<file path="src/rtl/regfile_write_arbiter_pkg.sv">
// Shared register-file constants and write-request payload type.
package regfile_pkg;

  localparam int unsigned NUM_REGS = 16;
  localparam int unsigned AW       = 4;
  localparam int unsigned DW       = 16;

  localparam int unsigned REG_PU   = 12;
  localparam int unsigned REG_SP   = 13;
  localparam int unsigned REG_PC   = 14;
  localparam int unsigned SP_RESET = 640;

  typedef struct packed {
    logic          valid;
    logic [AW-1:0] addr;
    logic [DW-1:0] data;
  } wr_req_t;

endpackage

</file>
<file path="src/rtl/regfile_write_arbiter_rr_arbiter.sv">
// Combinational round-robin arbiter: first requester at or after ptr wins.
module rr_arbiter #(
  parameter int unsigned N = 3,
  localparam int unsigned IW = (N > 1) ? $clog2(N) : 1
) (
  input  logic [N-1:0]  req,
  input  logic [IW-1:0] ptr,
  output logic [N-1:0]  gnt,
  output logic [IW-1:0] idx
);

  logic        found;
  int unsigned j;

  // Walk the requesters starting at ptr, wrapping modulo N.
  always_comb begin
    gnt   = '0;
    idx   = '0;
    found = 1'b0;
    j     = 0;
    for (int unsigned k = 0; k < N; k++) begin
      j = 32'(ptr) + k;
      if (j >= N) j = j - N;
      if (!found && req[j]) begin
        found  = 1'b1;
        gnt[j] = 1'b1;
        idx    = IW'(j);
      end
    end
  end

endmodule

</file>
<file path="src/rtl/regfile_write_arbiter.sv">
// Shares the register-file write port among N_REQ requesters, round-robin,
// with a one-cycle registered output stage and a busy mask for hazard stalls.
module regfile_write_arbiter #(
  parameter int unsigned N_REQ = 3,
  parameter int unsigned AW    = 4,
  parameter int unsigned DW    = 16
) (
  input  logic                       clk,
  input  logic                       rst,
  input  logic                       hold,
  input  logic [N_REQ-1:0]           req_valid,
  input  logic [N_REQ-1:0][AW-1:0]   req_addr,
  input  logic [N_REQ-1:0][DW-1:0]   req_data,
  output logic [N_REQ-1:0]           req_ready,
  output logic                       rf_we,
  output logic [AW-1:0]              rf_addr,
  output logic [DW-1:0]              rf_data,
  output logic [(2**AW)-1:0]         busy_mask
);

  import regfile_pkg::*;

  localparam int unsigned IW = (N_REQ > 1) ? $clog2(N_REQ) : 1;

  logic [IW-1:0]    ptr;
  logic [IW-1:0]    ptr_nxt;
  logic [IW-1:0]    win_idx;
  logic [N_REQ-1:0] arb_req;
  logic [N_REQ-1:0] arb_gnt;
  logic             xfer;
  wr_req_t          win;

  // Hold and reset suppress all grants; data never feeds the grant path.
  assign arb_req   = (rst || hold) ? '0 : req_valid;
  assign req_ready = arb_gnt;
  assign xfer      = |arb_gnt;

  rr_arbiter #(.N(N_REQ)) u_arb (
    .req (arb_req),
    .ptr (ptr),
    .gnt (arb_gnt),
    .idx (win_idx)
  );

  // Select the winning write payload.
  always_comb begin
    win       = '0;
    win.valid = xfer;
    win.addr  = req_addr[win_idx];
    win.data  = req_data[win_idx];
  end

  // Pointer advances past the winner; unchanged when nothing transfers.
  always_comb begin
    ptr_nxt = ptr;
    if (xfer) begin
      ptr_nxt = (win_idx == IW'(N_REQ - 1)) ? '0 : win_idx + IW'(1);
    end
  end

  // Round-robin pointer register.
  always_ff @(posedge clk or posedge rst) begin
    if (rst) ptr <= '0;
    else     ptr <= ptr_nxt;
  end

  // Output stage: address/data only reload on a transfer.
  always_ff @(posedge clk or posedge rst) begin
    if (rst) begin
      rf_we   <= 1'b0;
      rf_addr <= '0;
      rf_data <= '0;
    end else begin
      rf_we <= win.valid;
      if (win.valid) begin
        rf_addr <= win.addr;
        rf_data <= win.data;
      end
    end
  end

  // Registers targeted by any pending request or by the write in flight.
  always_comb begin
    busy_mask = '0;
    for (int unsigned i = 0; i < N_REQ; i++) begin
      if (req_valid[i]) busy_mask[req_addr[i]] = 1'b1;
    end
    if (rf_we) busy_mask[rf_addr] = 1'b1;
  end

endmodule

</file>
<file path="config.mk">
export PLATFORM = sky130hd
export DESIGN_NAME = regfile_write_arbiter
export DESIGN_NICKNAME = d
export VERILOG_FILES = /design/src/rtl/regfile_write_arbiter_pkg.sv /design/src/rtl/regfile_write_arbiter_rr_arbiter.sv /design/src/rtl/regfile_write_arbiter.sv
export SDC_FILE = /design/constraint.sdc
export NUM_CORES = 1
export LEC_CHECK = 0
export BUFFER_PORTS_ARGS = -buffer_cell sky130_fd_sc_hd__buf_2
export CORE_MARGIN = 2
export CORE_UTILIZATION = 30
export CTS_CLUSTER_DIAMETER = 80
export DETAILED_ROUTE_END_ITERATION = 16
export PLACE_DENSITY = 0.62
export REMOVE_ABC_BUFFERS = 1
export SLEW_MARGIN = 20
export SYNTH_ARGS = -nofsm -noshare
export SYNTH_HDL_FRONTEND = slang
export SYNTH_SLANG_ARGS = --single-unit
</file>
<file path="constraint.sdc">
create_clock -name clk -period 3.63 [get_ports clk]
set_input_delay 0.1815 -clock clk [delete_from_list [all_inputs] [get_ports clk]]
set_output_delay 0.1815 -clock clk [all_outputs]
set_load 0.005 [all_outputs]
</file>
### Yosys cells after proc, flatten, opt, wreduce, memory -nomap -nowiden

Index checks and enable logic that the tools add are counted.

| word-level totals | value |
|---|---|
| logic and storage cells | 88 |
| output and inout bits | 40 |
| register bits | 23 |
| input bits | 66 |

| cells by class | value |
|---|---|
| equality and inequality tests | 1 |
| bitwise logic cells | 5 |
| muxes and demuxes | 41 |
| reductions and logical operators | 13 |
| $add $sub $neg | 6 |
| magnitude comparators | 18 |

Operators by type and width:

| kind | count |
|---|---|
| greater-or-equal comparator 32 x 1 -> 1 bit, second input constant | 3 |
| less-than comparator 32 x 3 -> 1 bit, second input constant | 3 |
| two-way mux 32 bit | 3 |
| two-way mux 16 bit | 5 |
| greater-or-equal comparator 32 x 2 -> 1 bit, second input constant | 2 |
| subtractor 32 x 2 -> 32 bit, second input constant | 2 |
| bitwise OR 16 bit | 3 |
| binary-select mux 16 bit (select 2 bit) | 1 |
| less-than comparator 4 x 5 -> 1 bit, second input constant | 4 |
| demux 1 bit (select 4 bit) | 4 |
| greater-or-equal comparator 4 x 1 -> 1 bit, second input constant | 4 |
| two-way mux 1 bit | 12 |
| two-way mux 3 bit | 4 |
| logical AND 1 bit | 9 |
| binary-select mux 4 bit (select 2 bit) | 1 |
| two-way mux 2 bit | 4 |
| binary-select mux 1 bit (select 2 bit) | 3 |
| demux 1 bit (select 2 bit) | 3 |
| bitwise OR 3 bit | 2 |
| two-way mux 4 bit | 1 |
| adder 2 x 1 -> 3 bit, second input constant | 1 |
| adder 2 x 2 -> 3 bit, second input constant | 1 |
| less-than comparator 2 x 3 -> 1 bit, second input constant | 1 |
| OR reduction 3 bit | 1 |
| 6 further kinds | 7 |

### Logic depth before layout (Yosys ltp)

Gate-level depths: netlist of run 1.

| depth | value |
|---|---|
| word-level depth | 13 |
| mapped depth | 11 |
| gate-level depth less buffers | 8 |

### Hierarchy

A second synthesis of run 1 with hierarchy kept.

| second synthesis, totals | value |
|---|---|
| cells, all modules | 246 |
| area, all modules | 2095.8 sq um |

By module, submodules not included:

| module | seq. area each (sq um) | times used | area an instance (sq um) | cells an instance |
|---|---|---|---|---|
| regfile_write_arbiter | 575.6 | 1 | 1791.7 | 209 |
| rr_arbiter | 0.0 | 1 | 304.0 | 37 |

### Least setup slack after synthesis of run 1

Ideal clock, no wire load.

| timing | value |
|---|---|
| path kind | register -> register |
| start point | register ptr[1] |
| end point | register ptr[0] |
| stages on the path, launching flop included | 11 |
| library setup time | 0.125 ns |
| setup slack | 0.935 ns |
| period minus slack after synthesis | 2.695 ns |
| data required time | 3.505 ns |
| arrival time | 2.570 ns |
| buffers on the path | 2 |
| path through | dfrtp_1 > inv_1 > ha_1 > or3_1 > o2bb2ai_1 > nor3_1 > a221o_1 > and3b_1 > buf_6 > buf_8 > mux2_4 |

| between the ends | value |
|---|---|
| elaborated cells on any way between the ends | 50 |
| classes of those cells | add/sub: 6; order compare: 9; eq/ne: 1; mux: 24; bitwise: 2; reduce/logical: 8 |

RTL lines:

| item | RTL line | text |
|---|---|---|
| from (decl) | regfile_write_arbiter.sv:25 | `logic [IW-1:0] ptr;` |
| from (signal assigned) | regfile_write_arbiter.sv:64 | `else ptr <= ptr_nxt;` |
| adder 2 x 1 -> 3 bit, or another cell as far along | regfile_write_arbiter_rr_arbiter.sv:22 | `j = 32'(ptr) + k;` |
| subtractor 32 x 2 -> 32 bit, or another cell as far along | regfile_write_arbiter_rr_arbiter.sv:23 | `if (j >= N) j = j - N;` |
| two-way mux 32 bit, or another cell as far along | regfile_write_arbiter_rr_arbiter.sv:23 |  |
| greater-or-equal comparator 32 x 1 -> 1 bit (implied by the code), or another cell as far along | regfile_write_arbiter_rr_arbiter.sv:26 | `gnt[j] = 1'b1;` |
| logical AND 1 bit (implied by the code), or another cell as far along | regfile_write_arbiter_rr_arbiter.sv:26 |  |
| two-way mux 1 bit (implied by the code), or another cell as far along | regfile_write_arbiter_rr_arbiter.sv:26 |  |
| demux 1 bit (select 2 bit), or another cell as far along | -- |  |
| bitwise OR 3 bit (no line) or two-way mux 1 bit (tied branches) | -- |  |
| two-way mux 3 bit or zero test 1 bit (tied branches) | regfile_write_arbiter_rr_arbiter.sv:24 | `if (!found && req[j]) begin` |
| bitwise OR 3 bit (no line) or logical AND 1 bit (tied branches) | -- |  |
| two-way mux 3 bit (*) | regfile_write_arbiter_rr_arbiter.sv:24 |  |
| net req_ready[1] | regfile_write_arbiter.sv:14 | `output logic [N_REQ-1:0] req_ready,` |
| OR reduction 3 bit (*) | regfile_write_arbiter.sv:36 | `assign xfer = \|arb_gnt;` |

The timed path passes the listed nets; every way through them passes the cells marked *. The select of a mux whose other input is x is not followed.
A chain may end at the register's enable or synchronous reset.

### Worst setup path after layout of run 1

| timing | value |
|---|---|
| start point | register ptr[0] |
| end point | register rf_data[13] |

| between the ends | value |
|---|---|
| word-level cells in the longest chain between the ends | 13 |
| elaborated cells on any way between the ends | 49 |
| classes of those cells | add/sub: 5; order compare: 9; mux: 25; bitwise: 2; reduce/logical: 8 |

Ends and longest elaborated chain:

| item | RTL line | text |
|---|---|---|
| parallel branches: the longest is 13 deep, another holds subtractor 32 x 2 -> 32 bit | -- |  |
| to (signal assigned) | regfile_write_arbiter.sv:77 | `rf_data <= win.data;` |
| to (decl) | regfile_write_arbiter.sv:17 | `output logic [DW-1:0] rf_data,` |

Parallel ways; which one is timed is not known. The select of a mux whose other input is x is not followed.

==> results of run 1 <==
-- synthesized netlist by cell type (2+ instances only) --
| master | instances |
|---|---|
| a221o_1 | 23 |
| dfrtp_1 | 23 |
| and2_1 | 21 |
| mux2_4 | 19 |
| nor2_1 | 15 |
| nand2_1 | 10 |
| nand3_1 | 10 |
| nand2b_1 | 9 |
| nor3_1 | 9 |
| inv_1 | 8 |
| nor2b_1 | 8 |
| a21oi_1 | 6 |
| clkbuf_1 | 6 |
| a31oi_1 | 4 |
| ha_1 | 4 |
| mux2_2 | 4 |
| nand3b_1 | 4 |
| o211ai_1 | 4 |
| o311ai_0 | 4 |
| or3_1 | 4 |
| buf_2 | 3 |
| buf_6 | 3 |
| o221ai_1 | 3 |
| o22ai_1 | 3 |
| a31o_2 | 2 |
| a32oi_1 | 2 |
| mux2i_1 | 2 |
| nor3b_1 | 2 |
| o21ai_0 | 2 |
-- critical path, stage by stage (launching register included) --
cell and delay (ns):
dfrtp_1 0.41, inv_1 0.09, ha_1 0.43, mux2_2 0.38, a32oi_1 0.32, nor3_1 0.09
a221o_1 0.32, and3b_2 0.23, buf_4 0.35, mux2_2 0.38
-- power groups by stage --
stage          Sequential (mW)  Combinational [mW]  Clock, mW
6_report                 0.511                1.10      0.154
5_1_grt                  0.531                1.20      0.175
4_1_cts                  0.507                1.11      0.162
3_5_place_dp             0.507                1.11          0
3_3_place_gp             0.512                1.09          0
2_1_floorplan            0.497               0.741          0
-- final timing paths --
path                               from     endpoint  slack [ns]  depth (start not counted)
max reg2reg                      ptr[0]  rf_data[13]        0.49                          9
max in group asynchronous           rst  rf_data[10]        2.95                          2
min reg2reg                  rf_data[1]   rf_data[1]        0.51                          1
min                                 rst   rf_data[7]        0.14                          2
max                              ptr[0]  rf_data[13]        0.49                          9
min in group clk           req_data[28]  rf_data[12]        0.28                          3
-- final cells by class --
class                   count  area (um^2)
clock buffers               4         45.0
fillers                   729         4330
inverters                   8         30.0
multi-input cells         191         1520
flip-flops and latches     23          576
well taps                  99          124
repair buffers            108          548
-- layer usage --
layer,vias up,global-route usage [%],part of all wire [%]
met3,12,3.02,8.5
li1,1107,-,-
met2,142,26.3,45
met4,0,6.67,1.9
met5,-,0,0
met1,1075,22.7,45
-- flip-flops by register name, indices dropped and copies added (netlist names) --
| register | count |
|---|---|
| rf_data | 16 |
| rf_addr | 4 |
| rf_we | 1 |
| ptr | 2 |
-- kinds of logic after synthesis --
| group | Yosys count |
|---|---|
| AND/OR/NAND/NOR | 98 |
| flip-flops | 23 |
| buffers and inverters | 22 |
| multiplexers | 25 |
| adder cells (fa/ha/maj) | 4 |
| AO/OA/AOI/OAI | 64 |
==> flow_summary_export.csv, run 1 <==
group,metric,value,unit
status,status,"completed",
timing,min_period,3.14,ns
layout,drive_gt1_share,42.2,%
pwr,peakVddDrop,289,uV
floorplan,rows,31,
place,place_area,0.00280,mm^2
pwr,p_switching,0.690,mW
clocking,cts_buffers,3,
logic_synthesis,synthAdderAreaFrac,2.26,%
worst_hold_path,min_path_type,"primary input to asynchronous set/reset pin",
grt,gr-total-overflow,0,
critical_path,required,3.78,ns
clocking,ctsLongestPathBuffers,2,
timing,slew_headroom,41.4,%
timing,final.period_utilization,86.4,%
timing,layout_setup_ws,0.494,ns
routing,ant_nets,0,
timing,setup_tns,0,ns
clocking,hold_buffers,0,
grt,first_global_vias,2328,
routing,vias,2336,
clocking,postCtsSetupRepairBufs,0,
timing,hold_viol,0,
grt,grt_use_total,16.7,%
floorplan,core-area,0.00718,mm^2
logic_synthesis,synth_area,0.00221,mm^2
logic_synthesis,synth_edf_count,0,
place,place_congestion,0.888,
routing,wire_per_inst,15.9,um
clocking,post_cts_resized,0,
logic_synthesis,yosys_most_used_dff,"dfrtp_1",
logic_synthesis,async_flop_share,100,%
pwr,comb_power_share,62.4,%
logic_synthesis,synthSimpleGateAreaFrac,24.6,%
critical_path,crit_type,"flop to flop",
grt,antenna_found_initial,0,
grt,grt_max_degree,24,
logic_synthesis,ys_seq_area_share,26.0,%
layout,layout_commonest_cell,"buf_2",
clocking,clkLatencyLatePin,0.26,ns
timing,skew,0.00141,ns
pwr,clkPwrFrac,8.7,%
layout,fin_cells,433,
floorplan,die_area,0.00807,mm^2
layout,n_antenna_cell,0,
layout,fin_nets,405,
logic_synthesis,synth-seq-cells,23,
logic_synthesis,synth_top_family_by_area,"compound AO/OA/AOI/OAI gates",
logic_synthesis,synthCells,236,
place,dp_hpwl,5210,um
floorplan,die_w,89.8,um
timing,clock.fmax,319,MHz
timing,slew_violations,0,
critical_path,cp_max_fo,23,
logic_synthesis,synth_mux_area_share,15.8,%
floorplan,start_util,30.8,%
place,dp_cells,429,
pwr,seqPwrFrac,28.9,%
pwr,swShare,39.0,%
floorplan,fp.dieH,89.8,um
floorplan,ios,106,
timing,grt_setup_unrepaired,"false",
pwr,p_leak,1.37,nW
layout,fin_area,0.00285,mm^2
timing,setup_viol,0,
flow_run,cap_violations,0,
logic_synthesis,yosysTopAreaCell,"dfrtp_1",
logic_synthesis,synth_cell_types,48,
pwr,p_int,1.08,mW
clocking,root_buffer,"clkbuf_8",
logic_synthesis,synthTopCellsByArea,"dfrtp_1 26%, mux2_4 13%, a221o_1 10%",
logic_synthesis,syn_area_per_cell,9.37,um^2
pwr,power.total,1.77,mW
routing,wirelength,6880,um
layout,syn2layout_area_growth,28.7,%
pwr,powerDensity,621,mW/mm^2
layout,postLayoutCoreUtil,39.7,%
logic_synthesis,synth_compound_area_share,25.1,%
routing,drtPass1Iterations,5,
place,place_ws,0.527,ns
clocking,cts_tree,"done",
critical_path,cp.arrival,3.28,ns
logic_synthesis,synth_top_area_share,26.0,%
place,portBuffers,105,
logic_synthesis,ys_warn_count,0,
clocking,htree_levels,1,
clocking,clock_sinks,23,
critical_path,end_kind,"flop",
clocking,cts.reportedPaths.clkPinSlew,0.08,ns
grt,grt_first_pass_wirelength,11400,um
timing,tightest_slew,0.877,ns
critical_path,startpoint_type,"flop",
layout,layout_common_cells,"105 x buf_2, 23 x a221o_1, 23 x dfrtp_1, 21 x and2_1, 19 x mux2_4",
routing,via_per_inst,5.39,
routing,drtIter0Drc,206,
logic_synthesis,synth-xor-area-share,0,%
routing,drcViolationCount,0,
timing,whs,0.143,ns
(Power assumes the default switching activity.)
==> run 2: changes to the inputs <==
ABC_AREA = 1   (was not set)
CAP_MARGIN = 30   (was not set)
PLACE_DENSITY = 0.61   (was 0.62)
==> flow_summary_export.csv, run 2 <==
group,metric,value,unit
logic_synthesis,ys_seq_area_share,25.1,%
grt,grt_first_pass_wirelength,12900,um
layout,n_antenna_cell,0,
logic_synthesis,yosys_most_used_dff,"dfrtp_1",
floorplan,ios,106,
grt,met3_usage,3.32,%
timing,hold_viol,0,
clocking,postCtsSetupRepairBufs,0,
place,portBuffers,105,
critical_path,r2r.worst_path.cells,13,
routing,drtPass1Iterations,6,
worst_hold_path,min_path_type,"primary input to flop",
worst_hold_path,hold_depth,5,
place,place_area,0.00288,mm^2
logic_synthesis,synth_top_area_share,25.1,%
critical_path,startpoint_type,"flop",
timing,min_period,2.49,ns
layout,top_regs,"rf_data (16), rf_addr (4), ptr (2)",
grt,top_usage_layer,"met2",
layout,fin_nets,538,
critical_path,startpoint,"ptr[0]",
critical_path,r2r_setup_slack,1.14,ns
layout,drive_gt1_share,29.8,%
floorplan,start_util,31.3,%
critical_path,crit_type,"flop to flop",
grt,gr-total-overflow,0,
clocking,cts_tree,"done",
timing,setup_tns,0,ns
routing,drcViolationCount,0,
clocking,htree_levels,1,
critical_path,crit_slowest_cell,"ha_1",
timing,grt_setup_unrepaired,"false",
critical_path,required,3.84,ns
logic_synthesis,yosysTopAreaCell,"dfrtp_1",
logic_synthesis,synth_cell_types,33,
place,dp_hpwl,6070,um
logic_synthesis,yosys-top-cells-count,"102 x nand2_1, 85 x nand3_1, 44 x inv_1",
worst_hold_path,hold_path_end,"rf_data[2]",
routing,drtIter0Drc,270,
grt,met1_usage,24.3,%
place,place_congestion,0.994,
floorplan,fp.dieH,91.5,um
clocking,cts_buffers,3,
flow_run,cap_violations,0,
floorplan,die_w,91.5,um
logic_synthesis,async_flop_share,100,%
critical_path,r2r-end,"rf_data[13]",
timing,skew,0.00507,ns
routing,wire_per_inst,14.1,um
logic_synthesis,ys_warn_count,0,
critical_path,cp.arrival,2.70,ns
logic_synthesis,synth_area,0.00230,mm^2
layout,nFillCells,768,
clocking,ctsLongestPathBuffers,2,
worst_hold_path,worst_hold_startpoint,"req_data[34]",
grt,grt_max_degree,28,
status,status,"completed",
pwr,powerDensity,755,mW/mm^2
layout,fin_area,0.00295,mm^2
clocking,clkLatencyLatePin,0.27,ns
timing,tightest_slew,0.604,ns
grt,first_global_vias,2741,
layout,layout_common_cells,"105 x buf_2, 102 x nand2_1, 85 x nand3_1, 44 x inv_1, 28 x nor2_1",
routing,ant_nets,0,
grt,grt_use_total,18.5,%
critical_path,path_cells,"inv_1 > ha_1 > inv_1 > nand3_1 > nand3_1 > nand2_1 > nand3_2 > nor2_1 > nor2_2 > nand3_4 > inv_6 > nand2_1 > nand2_1",
logic_synthesis,synth-seq-cells,23,
layout,syn2layout_area_growth,28.5,%
logic_synthesis,synthCells,367,
clocking,root_buffer,"clkbuf_8",
timing,setup_viol,0,
critical_path,cp_max_fo,27,
timing,slew_violations,0,
floorplan,core-area,0.00733,mm^2
routing,via_per_inst,5.13,
clocking,cts.reportedPaths.clkPinSlew,0.09,ns
routing,vias,2902,
logic_synthesis,synth_edf_count,0,
place,place_ws,1.17,ns
layout,regMostFlops,"rf_data",
logic_synthesis,synthTopCellsByArea,"dfrtp_1 25%, nand3_1 19%, nand2_1 17%",
layout,postLayoutCoreUtil,40.3,%
layout,layout_commonest_cell,"buf_2",
layout,largest_register_ffs,16,
critical_path,crit_path_frequent_cell,"nand2_1",
critical_path,cp_slowest_stage_delay,0.40,ns
pwr,peakVddDrop,319,uV
routing,wirelength,7960,um
timing,clock.fmax,402,MHz
floorplan,rows,31,
clocking,clock_sinks,23,
logic_synthesis,syn_area_per_cell,6.26,um^2
grt,antenna_found_initial,0,
timing,final.period_utilization,68.6,%
timing,slew_headroom,59.4,%
grt,met2_usage,30.8,%
critical_path,r2r-start,"ptr[0]",
critical_path,end_kind,"flop",
logic_synthesis,yosysMostFrequentCell,"nand2_1",
floorplan,die_area,0.00837,mm^2
pwr,p_leak,1.67,nW
timing,layout_setup_ws,1.14,ns
## run 2: routing by layer
metal  share of wire, %  up-vias
li1                   -     1430
met1                 44     1301
met2                 47      152
met3                7.9       19
met4                1.8        0
met5                  0        -
## run 2: worst max path at each step
| stage | slack (ns) | depth (start not counted) | to |
|---|---|---|---|
| after global placement | 1.19 | 13 | rf_data[11] |
| after global routing | 0.89 | 13 | rf_data[6] |
| final | 1.14 | 13 | rf_data[13] |
| after floorplan | 1.17 | 14 | rf_data[14] |
| after detailed placement | 1.17 | 13 | rf_data[11] |
| after CTS | 1.15 | 13 | rf_data[13] |
## run 2: power by group
group	switching, mW	internal [mW]	total, mW
sequential	0.109	0.398	0.508
clock	0.0928	0.0768	0.170
combinational	1.02	0.527	1.55
## run 2: metrics by stage
step / std cells / total power [mW] / hold WS (ns)
6_report: 566 / 2.23 / 0.214
5_1_grt: 566 / 2.48 / 0.225
4_1_cts: 564 / 2.24 / 0.173
3_5_place_dp: 560 / 2.06 / 0.465
3_3_place_gp: 560 / 2.05 / 0.458
2_1_floorplan: 354 / 1.53 / 0.183
## run 2: area by class of cell
cell class                      count  area [um^2]  area share (%)
Clock inverter                      1         5.00           0.169
Timing Repair Buffer              109          566            19.2
Multi-Input combinational cell    285         1460            49.6
Clock buffer                        3         41.3            1.40
Sequential cell                    23          576            19.5
Tap cell                           99          124            4.19
Inverter                           46          178            6.02
## run 2: cells by family (layout without fill, tap and decap cells)
group                      count (synthesis)  count (layout)  share of synthesized area [%]
AOI/OAI and AO/OA                         33              33                           11.0
adders and majority gates                  4               4                           2.18
buffers and inverters                     59             159                           11.2
DFF                                       23              23                           25.1
and+or+nand+nor                          248             248                           50.5
## run 2: what timing repair did
action	CTS	global route
endpoints found under the hold margin	0	9
hold buffers	0	1
resized for setup	0	0
## run 2: worst max-delay path, delay by kind of cell, from the launching register on
family                   cells  cell delay, ns
AND/OR/NAND/NOR              9            1.10
buffers and inverters        3            0.54
adder cells (fa/ha/maj)      1            0.40
flip-flops                   1            0.39
==> run 3: changes to the inputs <==
clock period = 2.6 ns   (was 3.63 ns; I/O delays follow)
==> flow_summary_export.csv, run 3 (synthesis results as in run 2) <==
group,metric,value,unit
status,status,"completed",
layout,n_antenna_cell,0,
pwr,peakVddDrop,488,uV
pwr,powerDensity,1100,mW/mm^2
pwr,power.total,3.36,mW
critical_path,cp_max_fo,7,
critical_path,r2r-end,"ptr[1]",
floorplan,ios,106,
clocking,htree_levels,1,
floorplan,rows,31,
routing,ant_nets,0,
pwr,comb_power_share,72.3,%
worst_hold_path,worst_hold_startpoint,"req_data[34]",
routing,drtPass1Iterations,4,
critical_path,crit_type,"flop to flop",
timing,clock.fmax,425,MHz
layout,layout_common_cells,"105 x buf_2, 102 x nand2_1, 85 x nand3_1, 44 x inv_1, 27 x nor2_1",
clocking,cts.reportedPaths.clkPinSlew,0.09,ns
critical_path,cp_slowest_stage_delay,0.40,ns
floorplan,fp.dieH,91.5,um
timing,tightest_slew,0.600,ns
routing,wirelength,8020,um
worst_hold_path,min_path_type,"primary input to flop",
critical_path,startpoint_type,"flop",
layout,drive_gt1_share,30.9,%
timing,min_period,2.36,ns
layout,fin_cells,572,
timing,hold_viol,0,
grt,first_global_vias,2668,
timing,final.period_utilization,90.6,%
grt,gr-total-overflow,0,
flow_run,cap_violations,0,
critical_path,crit_slowest_cell,"ha_1",
layout,syn2layout_area_growth,32.9,%
routing,drtIter0Drc,284,
routing,vias,2877,
clocking,root_buffer,"clkbuf_8",
layout,top_regs,"rf_data (16), rf_addr (4), ptr (2)",
critical_path,path_cells,"inv_1 > ha_1 > inv_1 > nand3_1 > nand3_1 > nand2_1 > nand3b_1 > nand2_2 > nor2_2 > nand3_4 > buf_4 > nand2_1 > o21ai_0",
critical_path,r2r-start,"ptr[0]",
clocking,cts_tree,"done",
clocking,clock_sinks,23,
routing,wire_per_inst,14.0,um
routing,via_per_inst,5.03,
timing,skew,0.00791,ns
place,dp_hpwl,6120,um
pwr,swShare,53.3,%
floorplan,start_util,31.3,%
routing,drcViolationCount,0,
floorplan,die_area,0.00837,mm^2
grt,antenna_found_initial,0,
pwr,seqPwrFrac,21.0,%
timing,slew_violations,0,
worst_hold_path,hold_depth,5,
floorplan,core-area,0.00733,mm^2
place,portBuffers,105,
timing,setup_tns,0,ns
critical_path,cp.arrival,2.50,ns
critical_path,end_kind,"flop",
grt,grt_first_pass_wirelength,12700,um
layout,fin_nets,544,
worst_hold_path,hold_path_end,"rf_data[2]",
critical_path,r2r_setup_slack,0.24,ns
place,dp_cells,563,
critical_path,r2r.worst_path.cells,13,
grt,grt_max_degree,28,
timing,setup_viol,0,
layout,layout_commonest_cell,"buf_2",
floorplan,die_w,91.5,um
place,place_congestion,0.945,
clocking,ctsLongestPathBuffers,2,
timing,grt_setup_unrepaired,"false",
pwr,p_leak,1.72,nW
pwr,p_switching,1.79,mW
critical_path,required,2.75,ns
pwr,clkPwrFrac,6.8,%
layout,regMostFlops,"rf_data",
layout,largest_register_ffs,16,
timing,slew_headroom,59.7,%
grt,grt_use_total,18.4,%
pwr,p_int,1.57,mW
clocking,clkLatencyLatePin,0.27,ns
clocking,cts_buffers,3,
run 3: changes by cell type in the layout (fill, tap and decap cells not counted), sizes merged:
| cell | change |
|---|---|
| buf | +5 |
| nand3 | +1 |
run 3: critical path: cells and delay by family (launching register included):
family	cells	cell delay, ns
flops	1	0.39
simple gates	8	0.94
buf+inv	3	0.41
compound gates	1	0.09
fa+ha+maj	1	0.40
run 3: power by group through the flow:
stage / logic [mW] / clock network (mW) / registers, mW
finish: 2.43 / 0.228 / 0.704
global route: 2.77 / 0.251 / 0.730
floorplan: 1.44 / 0 / 0.696
CTS: 2.22 / 0.233 / 0.706
global placement: 2.20 / 0 / 0.705
detailed placement: 2.22 / 0 / 0.707
run 3: what timing repair did:
item	4_1_cts	5_1_grt
gates resized for setup	0	6
setup buffers	0	2
hold endpoints to repair	0	9
endpoints found under the setup margin	0	22
hold buffers	0	1
run 3: per-stage QoR:
stage	instance area (um^2)	hold WS, ns	worst slack, ns	util, %
after floorplan	2220	0.132	0.141	-
after global placement	2920	0.412	0.215	39.8
after detailed placement	2920	0.414	0.131	39.8
after CTS	2960	0.115	0.108	40.4
after global routing	3050	0.175	0.00843	41.6
final	3050	0.160	0.245	41.6
run 3: layout make-up:
type                    count  area [um^2]
clock inverters             1         5.00
flip-flops and latches     23          576
clock buffers               3         41.3
well taps                  99          124
fillers                   786         4280
multi-input cells         286         1500
inverters                  46          180
repair buffers            114          628
run 3: worst max-delay path by stage:
| stage | from | to | slack, ns | cells past startpoint |
|---|---|---|---|---|
| CTS | ptr[0] | rf_data[12] | 0.11 | 14 |
| finish | ptr[0] | ptr[1] | 0.24 | 13 |
| detailed placement | ptr[0] | rf_data[12] | 0.13 | 14 |
| global placement | ptr[0] | rf_data[11] | 0.21 | 13 |
| floorplan | ptr[0] | rf_data[14] | 0.14 | 14 |
| global route | ptr[0] | rf_data[11] | 0.008 | 12 |
run 3: per-layer routing:
metal  part of all wire (%)  vias to the layer above  global-route usage [%]  wire length (um)
met5                      0                        -                       0                 0
met4                    1.8                        0                    4.55               145
met3                    7.2                       14                    2.99               574
met2                     47                      130                    30.5              3740
met1                     44                     1290                    24.9              3560
li1                       -                     1443                       -                 -
